===== src/rtl/wb_xbar_pkg.sv =====
// Shared types and constants for the round-robin Wishbone crossbar.
package wb_xbar_pkg;

  // Arbiter/decoder control states
  typedef enum logic [1:0] {
    ST_IDLE   = 2'd0,
    ST_DECODE = 2'd1,
    ST_ACTIVE = 2'd2,
    ST_TOUT   = 2'd3
  } xbar_state_e;

  // Wishbone cycle type identifiers
  localparam logic [2:0] CTI_CLASSIC = 3'b000;
  localparam logic [2:0] CTI_CONST   = 3'b001;
  localparam logic [2:0] CTI_INCR    = 3'b010;
  localparam logic [2:0] CTI_EOB     = 3'b111;

  // Index width for an n-entry vector, never narrower than one bit
  function automatic int unsigned idx_width(input int unsigned n);
    return (n > 1) ? $clog2(n) : 1;
  endfunction

endpackage


===== src/rtl/wb_rr_xbar_if.sv =====
// Bundled master-side and slave-side Wishbone signals of the crossbar.
interface wb_rr_xbar_if #(
  parameter int unsigned NM = 2,
  parameter int unsigned NS = 4,
  parameter int unsigned DW = 64,
  parameter int unsigned AW = 32
);
  localparam int unsigned SW = DW / 8;

  // Master ports
  logic [NM-1:0]    m_cyc_i;
  logic [NM-1:0]    m_stb_i;
  logic [NM-1:0]    m_we_i;
  logic [NM*AW-1:0] m_adr_i;
  logic [NM*DW-1:0] m_dat_i;
  logic [NM*SW-1:0] m_sel_i;
  logic [NM*3-1:0]  m_cti_i;
  logic [NM*DW-1:0] m_dat_o;
  logic [NM-1:0]    m_ack_o;
  logic [NM-1:0]    m_err_o;
  logic [NM-1:0]    m_rty_o;

  // Slave ports
  logic [NS-1:0]    s_cyc_o;
  logic [NS-1:0]    s_stb_o;
  logic [AW-1:0]    s_adr_o;
  logic [DW-1:0]    s_dat_o;
  logic [SW-1:0]    s_sel_o;
  logic [2:0]       s_cti_o;
  logic             s_we_o;
  logic [NS*DW-1:0] s_dat_i;
  logic [NS-1:0]    s_ack_i;
  logic [NS-1:0]    s_err_i;
  logic [NS-1:0]    s_rty_i;

  // Grant status
  logic [NM-1:0]    gnt_o;

  // Crossbar view: a Wishbone slave to the masters, master to the slaves
  modport slave (
    input  m_cyc_i, m_stb_i, m_we_i, m_adr_i, m_dat_i, m_sel_i, m_cti_i,
    output m_dat_o, m_ack_o, m_err_o, m_rty_o,
    output s_cyc_o, s_stb_o, s_adr_o, s_dat_o, s_sel_o, s_cti_o, s_we_o,
    input  s_dat_i, s_ack_i, s_err_i, s_rty_i,
    output gnt_o
  );

  // Fabric view: the masters and slaves attached around the crossbar
  modport master (
    output m_cyc_i, m_stb_i, m_we_i, m_adr_i, m_dat_i, m_sel_i, m_cti_i,
    input  m_dat_o, m_ack_o, m_err_o, m_rty_o,
    input  s_cyc_o, s_stb_o, s_adr_o, s_dat_o, s_sel_o, s_cti_o, s_we_o,
    output s_dat_i, s_ack_i, s_err_i, s_rty_i,
    input  gnt_o
  );

endinterface


===== src/rtl/wb_rr_grant.sv =====
// Round-robin picker: first requester after the last owner wins.
module wb_rr_grant
  import wb_xbar_pkg::*;
#(
  parameter  int unsigned NM = 2,
  localparam int unsigned IW = idx_width(NM)
) (
  input  logic [NM-1:0] req,
  input  logic [IW-1:0] last,
  output logic [NM-1:0] gnt_c,
  output logic [IW-1:0] idx_c,
  output logic          vld_c
);

  logic [IW-1:0] cand;

  // Scan (last+1) .. (last+NM) modulo NM, take the first active request
  always_comb begin
    gnt_c = '0;
    idx_c = '0;
    vld_c = 1'b0;
    cand  = '0;
    for (int unsigned k = 1; k <= NM; k++) begin
      cand = IW'((32'(last) + k) % NM);
      if (!vld_c && req[cand]) begin
        vld_c       = 1'b1;
        gnt_c[cand] = 1'b1;
        idx_c       = cand;
      end
    end
  end

endmodule


===== src/rtl/wb_rr_xbar.sv =====
// Wishbone shared-bus crossbar: round-robin grant, base/mask decode,
// internal error responder for unmapped addresses and a stall watchdog.
module wb_rr_xbar
  import wb_xbar_pkg::*;
#(
  parameter int unsigned       NM      = 2,
  parameter int unsigned       NS      = 4,
  parameter int unsigned       DW      = 64,
  parameter int unsigned       AW      = 32,
  parameter logic [NS*AW-1:0]  S_BASE  = {NS{AW'(32'h0000_0000)}},
  parameter logic [NS*AW-1:0]  S_MASK  = {NS{AW'(32'hFFFF_F000)}},
  parameter int unsigned       TIMEOUT = 255
) (
  input  logic         clk,
  input  logic         rstn,
  wb_rr_xbar_if.slave  bus
);

  localparam int unsigned SW  = DW / 8;
  localparam int unsigned IW  = idx_width(NM);
  localparam int unsigned SIW = idx_width(NS);
  localparam int unsigned CW  = idx_width(TIMEOUT + 1);

  xbar_state_e    state, state_nxt;
  logic [NM-1:0]  gnt_q, gnt_nxt;
  logic [IW-1:0]  gidx_q, gidx_nxt;
  logic [IW-1:0]  last_q, last_nxt;
  logic [SIW-1:0] sel_q, sel_nxt;
  logic           miss_q, miss_nxt;
  logic [CW-1:0]  cnt_q, cnt_nxt;

  logic [NM-1:0]  pick_gnt_c;
  logic [IW-1:0]  pick_idx_c;
  logic           pick_vld_c;

  logic           g_cyc, g_stb, g_we;
  logic [AW-1:0]  g_adr;
  logic [DW-1:0]  g_dat;
  logic [SW-1:0]  g_sel;
  logic [2:0]     g_cti;

  logic           sl_ack, sl_err, sl_rty;
  logic [DW-1:0]  sl_dat;

  logic           hit_any_c;
  logic [SIW-1:0] hit_idx_c;
  logic           term_c, stall_c, expire_c;

  wb_rr_grant #(.NM(NM)) u_grant (
    .req   (bus.m_cyc_i),
    .last  (last_q),
    .gnt_c (pick_gnt_c),
    .idx_c (pick_idx_c),
    .vld_c (pick_vld_c)
  );

  // Granted master's request and selected slave's response
  always_comb begin
    g_cyc  = bus.m_cyc_i[gidx_q];
    g_stb  = bus.m_stb_i[gidx_q];
    g_we   = bus.m_we_i[gidx_q];
    g_adr  = bus.m_adr_i[32'(gidx_q)*AW +: AW];
    g_dat  = bus.m_dat_i[32'(gidx_q)*DW +: DW];
    g_sel  = bus.m_sel_i[32'(gidx_q)*SW +: SW];
    g_cti  = bus.m_cti_i[32'(gidx_q)*3 +: 3];
    sl_ack = bus.s_ack_i[sel_q];
    sl_err = bus.s_err_i[sel_q];
    sl_rty = bus.s_rty_i[sel_q];
    sl_dat = bus.s_dat_i[32'(sel_q)*DW +: DW];
  end

  // Address decode; scanning downward lets the lowest-index hit win
  always_comb begin
    hit_any_c = 1'b0;
    hit_idx_c = '0;
    for (int i = int'(NS) - 1; i >= 0; i--) begin
      if ((g_adr & S_MASK[i*AW +: AW]) == (S_BASE[i*AW +: AW] & S_MASK[i*AW +: AW])) begin
        hit_any_c = 1'b1;
        hit_idx_c = SIW'(i);
      end
    end
  end

  // Watchdog qualifiers: expiry fires so the forced err lands on stall cycle TIMEOUT
  always_comb begin
    term_c   = (state == ST_ACTIVE) && (miss_q ? g_stb : (sl_ack || sl_err || sl_rty));
    stall_c  = (state == ST_ACTIVE) && g_cyc && g_stb && !term_c;
    expire_c = (TIMEOUT != 0) && stall_c && ((32'(cnt_q) + 32'd2) >= TIMEOUT);
  end

  // State and grant/decode/watchdog registers
  always_ff @(posedge clk or negedge rstn) begin
    if (!rstn) begin
      state  <= ST_IDLE;
      gnt_q  <= '0;
      gidx_q <= '0;
      last_q <= IW'(NM - 1);
      sel_q  <= '0;
      miss_q <= 1'b0;
      cnt_q  <= '0;
    end else begin
      state  <= state_nxt;
      gnt_q  <= gnt_nxt;
      gidx_q <= gidx_nxt;
      last_q <= last_nxt;
      sel_q  <= sel_nxt;
      miss_q <= miss_nxt;
      cnt_q  <= cnt_nxt;
    end
  end

  // Next-state: grant, decode once per cycle, hold until cyc drops
  always_comb begin
    state_nxt = state;
    gnt_nxt   = gnt_q;
    gidx_nxt  = gidx_q;
    last_nxt  = last_q;
    sel_nxt   = sel_q;
    miss_nxt  = miss_q;
    cnt_nxt   = '0;
    case (state)
      ST_IDLE: begin
        if (pick_vld_c) begin
          gnt_nxt   = pick_gnt_c;
          gidx_nxt  = pick_idx_c;
          state_nxt = ST_DECODE;
        end
      end
      ST_DECODE: begin
        sel_nxt   = hit_idx_c;
        miss_nxt  = !hit_any_c;
        state_nxt = ST_ACTIVE;
      end
      ST_ACTIVE: begin
        if (!g_cyc) begin
          gnt_nxt   = '0;
          last_nxt  = gidx_q;
          state_nxt = ST_IDLE;
        end else begin
          if (stall_c) begin
            cnt_nxt = cnt_q + CW'(1);
          end
          if (expire_c) begin
            state_nxt = ST_TOUT;
          end
        end
      end
      ST_TOUT: begin
        if (!g_cyc) begin
          gnt_nxt   = '0;
          last_nxt  = gidx_q;
          state_nxt = ST_IDLE;
        end else begin
          state_nxt = ST_ACTIVE;
        end
      end
      default: begin
        state_nxt = ST_IDLE;
        gnt_nxt   = '0;
      end
    endcase
  end

  // Bus routing: strobe only the selected slave, answer only the owner
  always_comb begin
    bus.s_cyc_o = '0;
    bus.s_stb_o = '0;
    bus.s_adr_o = '0;
    bus.s_dat_o = '0;
    bus.s_sel_o = '0;
    bus.s_cti_o = CTI_CLASSIC;
    bus.s_we_o  = 1'b0;
    bus.m_dat_o = '0;
    bus.m_ack_o = '0;
    bus.m_err_o = '0;
    bus.m_rty_o = '0;
    bus.gnt_o   = gnt_q;
    if (state != ST_IDLE) begin
      bus.s_adr_o = g_adr;
      bus.s_dat_o = g_dat;
      bus.s_sel_o = g_sel;
      bus.s_cti_o = g_cti;
      bus.s_we_o  = g_we;
    end
    if (state == ST_ACTIVE) begin
      if (miss_q) begin
        bus.m_err_o[gidx_q] = g_stb;
      end else begin
        bus.s_cyc_o[sel_q]  = g_cyc;
        bus.s_stb_o[sel_q]  = g_stb;
        bus.m_ack_o[gidx_q] = sl_ack;
        bus.m_err_o[gidx_q] = sl_err;
        bus.m_rty_o[gidx_q] = sl_rty;
        bus.m_dat_o[32'(gidx_q)*DW +: DW] = sl_dat;
      end
    end else if (state == ST_TOUT) begin
      if (!miss_q) begin
        bus.s_cyc_o[sel_q] = g_cyc;
      end
      bus.m_err_o[gidx_q] = g_cyc;
    end
  end

endmodule


===== src/flat_wrapper.sv =====
// flat-port wrapper written by rule: the top's interface ports become plain ports
module wb_rr_xbar_flat import wb_xbar_pkg::*;
#(
  parameter int unsigned       NM      = 2,
  parameter int unsigned       NS      = 4,
  parameter int unsigned       DW      = 64,
  parameter int unsigned       AW      = 32,
  parameter logic [NS*AW-1:0]  S_BASE  = {NS{AW'(32'h0000_0000)}},
  parameter logic [NS*AW-1:0]  S_MASK  = {NS{AW'(32'hFFFF_F000)}},
  parameter int unsigned       TIMEOUT = 255
)
  (clk, rstn, bus_m_cyc_i, bus_m_stb_i, bus_m_we_i, bus_m_adr_i, bus_m_dat_i, bus_m_sel_i, bus_m_cti_i, bus_m_dat_o, bus_m_ack_o, bus_m_err_o, bus_m_rty_o, bus_s_cyc_o, bus_s_stb_o, bus_s_adr_o, bus_s_dat_o, bus_s_sel_o, bus_s_cti_o, bus_s_we_o, bus_s_dat_i, bus_s_ack_i, bus_s_err_i, bus_s_rty_i, bus_gnt_o);
  wb_rr_xbar_if #(.NM(NM), .NS(NS), .DW(DW), .AW(AW)) bus_i ();
  input  logic clk;
  input  logic rstn;
  input wire logic [$bits(bus_i.m_cyc_i)-1:0] bus_m_cyc_i;
  input wire logic [$bits(bus_i.m_stb_i)-1:0] bus_m_stb_i;
  input wire logic [$bits(bus_i.m_we_i)-1:0] bus_m_we_i;
  input wire logic [$bits(bus_i.m_adr_i)-1:0] bus_m_adr_i;
  input wire logic [$bits(bus_i.m_dat_i)-1:0] bus_m_dat_i;
  input wire logic [$bits(bus_i.m_sel_i)-1:0] bus_m_sel_i;
  input wire logic [$bits(bus_i.m_cti_i)-1:0] bus_m_cti_i;
  output wire logic [$bits(bus_i.m_dat_o)-1:0] bus_m_dat_o;
  output wire logic [$bits(bus_i.m_ack_o)-1:0] bus_m_ack_o;
  output wire logic [$bits(bus_i.m_err_o)-1:0] bus_m_err_o;
  output wire logic [$bits(bus_i.m_rty_o)-1:0] bus_m_rty_o;
  output wire logic [$bits(bus_i.s_cyc_o)-1:0] bus_s_cyc_o;
  output wire logic [$bits(bus_i.s_stb_o)-1:0] bus_s_stb_o;
  output wire logic [$bits(bus_i.s_adr_o)-1:0] bus_s_adr_o;
  output wire logic [$bits(bus_i.s_dat_o)-1:0] bus_s_dat_o;
  output wire logic [$bits(bus_i.s_sel_o)-1:0] bus_s_sel_o;
  output wire logic [$bits(bus_i.s_cti_o)-1:0] bus_s_cti_o;
  output wire logic [$bits(bus_i.s_we_o)-1:0] bus_s_we_o;
  input wire logic [$bits(bus_i.s_dat_i)-1:0] bus_s_dat_i;
  input wire logic [$bits(bus_i.s_ack_i)-1:0] bus_s_ack_i;
  input wire logic [$bits(bus_i.s_err_i)-1:0] bus_s_err_i;
  input wire logic [$bits(bus_i.s_rty_i)-1:0] bus_s_rty_i;
  output wire logic [$bits(bus_i.gnt_o)-1:0] bus_gnt_o;
  assign bus_i.m_cyc_i = bus_m_cyc_i;
  assign bus_i.m_stb_i = bus_m_stb_i;
  assign bus_i.m_we_i = bus_m_we_i;
  assign bus_i.m_adr_i = bus_m_adr_i;
  assign bus_i.m_dat_i = bus_m_dat_i;
  assign bus_i.m_sel_i = bus_m_sel_i;
  assign bus_i.m_cti_i = bus_m_cti_i;
  assign bus_m_dat_o = bus_i.m_dat_o;
  assign bus_m_ack_o = bus_i.m_ack_o;
  assign bus_m_err_o = bus_i.m_err_o;
  assign bus_m_rty_o = bus_i.m_rty_o;
  assign bus_s_cyc_o = bus_i.s_cyc_o;
  assign bus_s_stb_o = bus_i.s_stb_o;
  assign bus_s_adr_o = bus_i.s_adr_o;
  assign bus_s_dat_o = bus_i.s_dat_o;
  assign bus_s_sel_o = bus_i.s_sel_o;
  assign bus_s_cti_o = bus_i.s_cti_o;
  assign bus_s_we_o = bus_i.s_we_o;
  assign bus_i.s_dat_i = bus_s_dat_i;
  assign bus_i.s_ack_i = bus_s_ack_i;
  assign bus_i.s_err_i = bus_s_err_i;
  assign bus_i.s_rty_i = bus_s_rty_i;
  assign bus_gnt_o = bus_i.gnt_o;
  wb_rr_xbar #(.NM(NM), .NS(NS), .DW(DW), .AW(AW), .S_BASE(S_BASE), .S_MASK(S_MASK), .TIMEOUT(TIMEOUT)) u_core (.clk(clk), .rstn(rstn), .bus(bus_i));
endmodule

===== config.mk =====
export PLATFORM = sky130hd
export DESIGN_NAME = wb_rr_xbar_flat
export DESIGN_NICKNAME = d
export VERILOG_FILES = /design/src/rtl/wb_xbar_pkg.sv /design/src/rtl/wb_rr_xbar_if.sv /design/src/rtl/wb_rr_grant.sv /design/src/rtl/wb_rr_xbar.sv /design/src/flat_wrapper.sv
export SDC_FILE = /design/constraint.sdc
export NUM_CORES = 1
export LEC_CHECK = 0
export ABC_AREA = 1
export ABC_CLOCK_PERIOD_IN_PS = 3400
export CAP_MARGIN = 20
export CORE_AREA = 3 3 285 287
export DETAILED_ROUTE_END_ITERATION = 16
export DIE_AREA = 0 0 288 290
export GPL_TIMING_DRIVEN = 1
export HOLD_SLACK_MARGIN = 0.12
export PLACE_DENSITY_LB_ADDON = 0.1
export SYNTH_ARGS = -nofsm -noshare
export SYNTH_HDL_FRONTEND = slang
export SYNTH_SLANG_ARGS = --single-unit

===== constraint.sdc =====
create_clock -name clk -period 3.4 [get_ports clk]
set_clock_uncertainty 0.2 [all_clocks]
set_input_delay 0.68 -clock clk [delete_from_list [all_inputs] [get_ports clk]]
set_output_delay 0.68 -clock clk [all_outputs]
set_load 0.01 [all_outputs]

# == Word level (Yosys, flattened, before mapping) ==
# Cells that the tools add are included.
# op_classes
n_bitwise,8
n_lt_le_gt_ge,7
reduce_logical,23
n_eq_ne,6
n_addsub,5
n_div,0
muxes,54
mul,1
n_shift,6
# op_table
cell,n
two-way mux 128 bit,2
AND 128 bit,1
variable shift 64 x 34 -> 128 bit (first input constant),1
indexed part select 128 x 8 -> 64 bit,1
indexed part select 64 x 34 -> 128 bit,1
two-way mux 64 bit,1
indexed part select 64 x 7 -> 32 bit,1
negation 7 -> 34 bit,1
greater-or-equal comparator 32 x 8 -> 1 bit (second input constant),1
zero test 32 bit,1
two-way mux 32 bit,1
two-way mux 8 bit,4
two-way mux 2 bit,15
two-way mux 1 bit,22
indexed part select 16 x 5 -> 8 bit,1
two-way mux 4 bit,3
AND 2 bit,5
adder 8 x 2 -> 9 bit (second input constant),1
logical AND 1 bit,9
adder 8 x 1 -> 8 bit (second input constant),1
one-hot mux 2 bit (4 select lines),1
less-than comparator 1 x 2 -> 1 bit (second input constant),3
AND reduction 2 bit,3
indexed part select 6 x 4 -> 3 bit,1
other kinds (19),29
# totals
memories,0
output_inout_bits,252
inputBits,490
regBits,15
wordCells,116
latch_bits,0
mem_bits_rw,0
mem_bits_ro,0

# == Depth between registers and ports, before layout ==
# Gate-level depths: netlist of the first run.
# logic_depth
word_depth,10
depth_mapped,11
ltp_nobuf,9

# == By module ==
# From an unflattened synthesis of the first run, not the netlist that was laid out.
# unflattened
hier_cells,754
hier_area_um2,3827.4
# by_module_without_submodules
mod,instances,area_each_um2,cells_each,seq_area_each_um2
wb_rr_xbar,1,3797.4,747,376.6
wb_rr_grant,1,30.0,7,0.0

# == Worst setup path before layout of the first run ==
# OpenSTA, ideal clock, no wires.
# synth_timing
path_type,input to output
from,in bus_m_stb_i[0]
to,out bus_m_err_o[0]
required_ns,2.520
path_slack_ns,1.224
n_path_buf,0
stages,6
t_arrival_ns,1.296
cell_sequence,inv_1 > o21ai_2 > inv_1 > a21oi_1 > nand3_1 > o21ai_0
# synth_via
elab_chain_cells,5
# synth_lines
item,line,rtl
start: declaration,flat_wrapper.sv:17,input wire logic [$bits(bus_i.m_stb_i)-1:0] bus_m_stb_i;
two-way mux 1 bit (implied by the code) (2 in series),wb_rr_xbar.sv:60,g_stb = bus.m_stb_i[gidx_q];
AND 2 bit (no line),n/a,
two-way mux 2 bit,wb_rr_xbar.sv:186,if (miss_q) begin
two-way mux 2 bit,wb_rr_xbar.sv:185,if (state == ST_ACTIVE) begin
end: declaration,flat_wrapper.sv:25,output wire logic [$bits(bus_i.m_err_o)-1:0] bus_m_err_o;
# Every way passes these cells. The select of a mux whose other input is x is not followed.

# == Worst setup path in the final report of the first run ==
# layout_timing
from,reg u_core.gidx_q
to,out bus_m_dat_o[24]
# layout_via
elab_chain_cells,5
elab_cells_between_ends,6
cone_classes,add/sub: 1; shift: 2; mux: 2; bitwise: 1
# layout_lines
item,line,rtl
start: declaration,wb_rr_xbar.sv:26,"logic [IW-1:0] gidx_q, gidx_nxt;"
start signal: assignment,wb_rr_xbar.sv:104,gidx_q <= gidx_nxt;
negation 7 -> 34 bit *,wb_rr_xbar.sv:194,bus.m_dat_o[32'(gidx_q)*DW +: DW] = sl_dat;
indexed part select 64 x 34 -> 128 bit or variable shift 64 x 34 -> 128 bit (tied branches),wb_rr_xbar.sv:194,
AND 128 bit (no line) *,n/a,
two-way mux 128 bit *,wb_rr_xbar.sv:186,
two-way mux 128 bit *,wb_rr_xbar.sv:185,
end: declaration,flat_wrapper.sv:23,output wire logic [$bits(bus_i.m_dat_o)-1:0] bus_m_dat_o;
# Mark *: on every way between the ends. The rest lies on a longest branch, timed or not.

==> results.json, run 1 <==
{
  "status": "finished clean",
  "worst_pin_slew_ns": 0.835,
  "grt_start_max_net_pins": 67,
  "crit_type": "reg2out",
  "path_clk_slew_ns": 0.05,
  "syn_area_per_cell_um2": 5.03,
  "drc_errors": 0,
  "drt-vias-per-instance": 2.89,
  "overflow": 0,
  "routed_wl_um": 33800,
  "via_count": 6635,
  "ys_types": 33,
  "synth_cells": 746,
  "min_period_ns": 3.29,
  "wl_per_cell_um": 14.7,
  "ys_warn_count": 0,
  "start_util_pct": 4.76,
  "synth_compound_area_share_pct": 16.1,
  "post_dp_cell_area_um2": 10300,
  "relSlewSlack_pct": 44.2,
  "numPortBuffers": 534,
  "setup_viol": 0,
  "antenna_found_initial": 2,
  "ctsHoldBuffers": 0,
  "cts_buffers": 3,
  "ioPinCount": 742,
  "post_cts_buffers": 0,
  "grt_pass1_vias": 6905,
  "hold_violations": 0,
  "die_area_um2": 83500,
  "dp_hpwl_um": 28200,
  "die_h_um": 290,
  "report.final.slew_viol_count": 0,
  "arrival_ns": 2.41,
  "ctsHtreeMaxLevel": 1,
  "yosys.area_share.adder_pct": 0.999,
  "yosys.area_share.simple_pct": 51.6,
  "nNetsFinal": 1736,
  "min_path_type": "reg2reg",
  "p_per_area_nw_per_um2": 504,
  "critPathRequiredTime_ns": 2.52,
  "final.setup.tns_ns": 0,
  "drive_above_1_share_pct": 3.86,
  "cts_max_path_buffers": 2,
  "synth_mux_area_share_pct": 0,
  "cts_tree": "built",
  "drt_iter0_drc": 155,
  "worstSetupEndpointType": "output pin",
  "startpoint_type": "register",
  "ys_seq_elements": 15,
  "clkLatencyLatePin_ns": 0.25,
  "r2r_slack_ns": 1.21,
  "cts_root_buffer": "clkbuf_16",
  "core_area_um2": 78900,
  "path_max_fanout": 66,
  "grt_usage_pct": 7.58,
  "power_leakage_nw": 3.85,
  "power_mw": 5.24,
  "rsz0062_at_grt": "false",
  "yosysSeqAreaShare_pct": 10.0,
  "grt_pass1_wl_um": 47300,
  "max-vdd-ir-drop_mv": 0.261,
  "areaGrowthSynthToFinish_pct": 177,
  "detail-route-antenna-nets": 0,
  "synth_area_um2": 3760,
  "synth_top_family_by_area": "simple AND/OR/NAND/NOR gates",
  "maxCapViolCount": 0,
  "fin_crit_sh_pct": 96.7,
  "place.gp.congestion": 0.722,
  "first_pass_iters": 4,
  "cts_sinks": 15,
  "fmax_ghz": 0.304,
  "rows": 103,
  "cts_resized": 0,
  "design_area_um2": 10400,
  "die_width_um": 288,
  "synthXorXnorAreaFrac_pct": 0.466
}
[final timing paths]
kind | from | to | cells after the start
worst max-delay path | u_core.gidx_q | bus_m_dat_o[24] | 5
worst min-delay path | u_core.last_q | u_core.last_q | 2
worst max register to register | u_core.gidx_q | u_core.miss_q | 9
worst min register to register | u_core.last_q | u_core.last_q | 2
max in group asynchronous | rstn | u_core.gidx_q | 1
min in group asynchronous | rstn | u_core.cnt_q[3] | 1
[critical path: stages, from the launching register on]
cell and delay, ns:
dfrtp_4 0.51, inv_4 0.24, nand2_2 0.11, buf_12 0.20, nor3_1 0.40, clkdlybuf4s50_1 0.62
[cell type report]
cell class	count	area, um^2
fill	9154	68500
timing repair buffer	559	5650
multi-input combinational	578	2630
tap	1050	1310
sequential	15	380
inverter	86	325
clock buffer	4	78.8
antenna	4	10.0
[per-layer routing]
layer	up-vias	wire length, um	global-route usage [%]
met5	-	0	0
met4	0	9	0.198
met3	2	3990	3.31
met2	352	17200	14.5
met1	2918	12600	8.01
li1	3363	-	-
[power by group]
group | switching (mW) | leakage, nW | internal (mW) | total [mW]
Sequential | 0.0363 | 0.191 | 0.222 | 0.259
Combinational | 2.62 | 3.62 | 2.13 | 4.75
Clock | 0.0767 | 0.0382 | 0.159 | 0.236
[registers in the layout, indices dropped and copies added (netlist names)]
| name | count |
|---|---|
| u_core.state | 2 |
| u_core.cnt_q | 8 |
| u_core.miss_q | 1 |
| u_core.gidx_q | 1 |
| u_core.last_q | 1 |
| u_core.bus.gnt_o | 2 |
[synthesized netlist by cell type (all sizes together)]
cell type | count | area, um^2
a21oi | 109 | 546
buf | 67 | 435
clkbuf | 5 | 18.8
conb | 1 | 3.75
dfrtp | 14 | 350
dfstp | 1 | 26.3
ha | 3 | 37.5
inv | 86 | 325
nand2 | 265 | 1010
nand3 | 10 | 50.1
nand3b | 1 | 7.51
nand4 | 2 | 27.5
nor2 | 32 | 128
nor3 | 136 | 691
nor3b | 1 | 12.5
o211ai | 2 | 15.0
o21ai | 8 | 43.8
or2 | 1 | 6.26
xnor2 | 1 | 8.76
xor2 | 1 | 8.76
[logic make-up (layout without fill, tap and decap cells)]
family	after synthesis	count (layout)
compound gates	119	119
xor+xnor	2	2
fa+ha+maj	3	3
buf+inv	158	649
flops	15	15
other cells	1	10
simple gates	448	448
[layout by cell type (no fill, tap or decap), types with 2 or more instances in the layout]
| cell | count |
|---|---|
| nand3_1 | 10 |
| ha_1 | 3 |
| diode_2 | 4 |
| o21ai_1 | 2 |
| clkdlybuf4s50_1 | 532 |
| buf_4 | 17 |
| a21oi_1 | 109 |
| o211ai_1 | 2 |
| dfrtp_1 | 13 |
| inv_2 | 2 |
| inv_1 | 83 |
| nor2_1 | 30 |
| o21ai_0 | 5 |
| buf_12 | 10 |
| conb_1 | 6 |
| clkbuf_16 | 3 |
| nand2_4 | 3 |
| nand2_1 | 260 |
| nor3_2 | 2 |
| nor2_4 | 2 |
| nand2_2 | 2 |
| nor3_1 | 134 |
[metrics by stage]
stage / util, % / cells / hold slack, ns / setup WS, ns
finish: 13.2 / 2296 / 0.299 / 0.113
global route: 13.2 / 2293 / 0.313 / 0.00244
CTS: 13.2 / 2292 / 0.300 / 0.0620
detailed placement: 13.1 / 2288 / 0.291 / 0.0622
global placement: 13.1 / 2288 / 0.285 / 0.0981
floorplan: - / 751 / 0.184 / 1.22
(Power assumes the default switching activity.)
==> run 2, diff against run 1 <==
--- a/config.mk
+++ b/config.mk
@@ -7,13 +7,13 @@
 export LEC_CHECK = 0
 export ABC_AREA = 1
 export ABC_CLOCK_PERIOD_IN_PS = 3400
-export CAP_MARGIN = 20
+export CAP_MARGIN = 30
 export CORE_AREA = 3 3 285 287
 export DETAILED_ROUTE_END_ITERATION = 16
 export DIE_AREA = 0 0 288 290
 export GPL_TIMING_DRIVEN = 1
 export HOLD_SLACK_MARGIN = 0.12
-export PLACE_DENSITY_LB_ADDON = 0.1
+export PLACE_DENSITY = 0.4
 export SYNTH_ARGS = -nofsm -noshare
 export SYNTH_HDL_FRONTEND = slang
 export SYNTH_SLANG_ARGS = --single-unit
==> results.json, run 2 (synthesized netlist as in run 1, its figures left out) <==
{
  "min_path_type": "reg2reg",
  "final.fill_count": 9148,
  "largest_reg_flops": 8,
  "crit_chain": "inv_4, buf_12, buf_4, nand2_1, a21oi_1, clkdlybuf4s50_1",
  "detail-route-antenna-nets": 0,
  "die_area_um2": 83500,
  "layout_common_cells": "clkdlybuf4s50_1, nand2_1, nor3_1, a21oi_1, inv_1",
  "rsz0062_at_grt": "false",
  "overflow": 0,
  "cts_tree": "built",
  "drt_iter0_drc": 194,
  "start_util_pct": 4.76,
  "pre_cts_slack_ns": -0.0575,
  "ioPinCount": 742,
  "r2r_slack_ns": 1.08,
  "power_leakage_nw": 3.96,
  "cts_root_buffer": "clkbuf_16",
  "core_area_um2": 78900,
  "sw_frac_of_total_pct": 52.0,
  "layout_commonest_cell": "clkdlybuf4s50_1",
  "rows": 103,
  "die_h_um": 290,
  "antenna_found_initial": 7,
  "fmax_ghz": 0.309,
  "ctsHoldBuffers": 0,
  "hold_violations": 0,
  "hold_start": "u_core.last_q",
  "grt_pass1_wl_um": 47500,
  "max-vdd-ir-drop_mv": 0.334,
  "areaGrowthSynthToFinish_pct": 181,
  "clkLatencyLatePin_ns": 0.25,
  "comb_power_share_pct": 91.0,
  "clock_power_share_pct": 4.2,
  "worstSetupEndpointType": "output pin",
  "place.gp.congestion": 0.837,
  "path_clk_slew_ns": 0.05,
  "status": "finished clean",
  "dp_hpwl_um": 31200,
  "drc_errors": 0,
  "switchingPower_mw": 2.88,
  "power_mw": 5.54,
  "min_to": "u_core.last_q",
  "setup_viol": 0,
  "path_max_fanout": 93,
  "relSlewSlack_pct": 54.1,
  "routed_wl_um": 35000,
  "numPortBuffers": 534,
  "r2r_start": "u_core.gidx_q",
  "drt-vias-per-instance": 2.97,
  "hold_ws_ns": 0.292,
  "internal_power_mw": 2.66,
  "reg2reg_depth": 11,
  "largest-register": "u_core.cnt_q",
  "arrival_ns": 2.36,
  "cts_sinks": 15,
  "worst_path_max_delay_cell": "clkdlybuf4s50_1",
  "p_per_area_nw_per_um2": 525,
  "critPathMaxStageDelay_ns": 0.56,
  "post_cts_buffers": 0,
  "cts_buffers": 3,
  "min_period_ns": 3.24,
  "r2r_end": "u_core.miss_q",
  "setup_slack_ns": 0.165,
  "nNetsFinal": 1738,
  "startpoint_type": "register",
  "die_width_um": 288,
  "dp_cells": 2290,
  "grt_start_max_net_pins": 94,
  "fin_crit_sh_pct": 95.2,
  "report.final.slew_viol_count": 0,
  "cts_max_path_buffers": 2,
  "grt_pass1_vias": 7118,
  "final_cells": 2296,
  "grt_usage_pct": 7.76,
  "via_count": 6811,
  "first_pass_iters": 4,
  "drive_above_1_share_pct": 5.47,
  "crit_type": "reg2out",
  "ctsHtreeMaxLevel": 1,
  "maxCapViolCount": 0,
  "critPathRequiredTime_ns": 2.52,
  "wl_per_cell_um": 15.2,
  "whs_path_depth": 2,
  "seqPwrFrac_pct": 4.8,
  "worst_pin_slew_ns": 0.687
}
-- run 2: changes by cell type in the layout (fill, tap and decap cells not counted), moves of 2 or more --
| cell | previous run | this run |
|---|---|---|
| buf_4 | 17 | 22 |
| clkdlybuf4s50_1 | 532 | 512 |
| diode_2 | 4 | 2 |
| buf_12 | 10 | 25 |
-- run 2: how the worst max path moves through the flow --
stage,start,to,slack (ns),cells after the start
after floorplan,bus_m_stb_i[0],bus_m_err_o[0],1.22,6
after global placement,bus_m_stb_i[0],bus_m_err_o[0],-0.05,8
after detailed placement,bus_m_stb_i[0],bus_m_err_o[1],-0.06,8
after CTS,bus_m_stb_i[0],bus_m_err_o[0],0.00006,8
after global routing,u_core.gidx_q,bus_s_adr_o[16],0.05,6
final,u_core.gidx_q,bus_s_adr_o[16],0.16,6
-- run 2: cell type report --
class	count	area, um^2	share of cell area (%)
inverters	86	325	3.08
diodes	2	5.00	0.0474
well taps	1050	1310	12.4
flip-flops and latches	15	380	3.60
multi-input cells	578	2640	25.0
clock buffers	4	78.8	0.747
repair buffers	561	5810	55.1
-- run 2: per-stage QoR --
step	instance area (um^2)	TNS [ns]	util (%)
after floorplan	3770	0	-
after global placement	10500	-0.0746	13.3
after detailed placement	10500	-0.114	13.3
after CTS	10500	0	13.4
after global routing	10600	0	13.4
final	10600	0	13.4
-- run 2: repair_timing --
item / in CTS / in global routing
pin swaps: 0 / 0
gates resized for setup: 2 / 1
endpoints found under the setup margin: 2 / 1
hold endpoints to repair: 0 / 0
-- run 2: metal layers --
| layer | GRT usage, % | wire length, um | vias to the layer above |
|---|---|---|---|
| met5 | 0 | 10 | - |
| met4 | 2.62 | 1130 | 2 |
| met3 | 1.92 | 3510 | 36 |
| met2 | 15.3 | 18000 | 442 |
| met1 | 7.79 | 12300 | 2972 |
| li1 | - | - | 3359 |
-- run 2: critical path: cells and delay by family (launching register included) --
kind / cells / cell delay, ns
AND/OR/NAND/NOR: 1 / 0.08
flip-flops: 1 / 0.50
buffers and inverters: 4 / 1.17
AO/OA/AOI/OAI: 1 / 0.13
-- run 2: power by group through the flow --
stage	registers, mW	logic, mW	clock network (mW)
finish	0.267	5.05	0.231
global placement	0.269	5.24	0
global route	0.274	5.51	0.244
detailed placement	0.271	5.25	0
floorplan	0.241	2.14	0
CTS	0.269	5.28	0.236
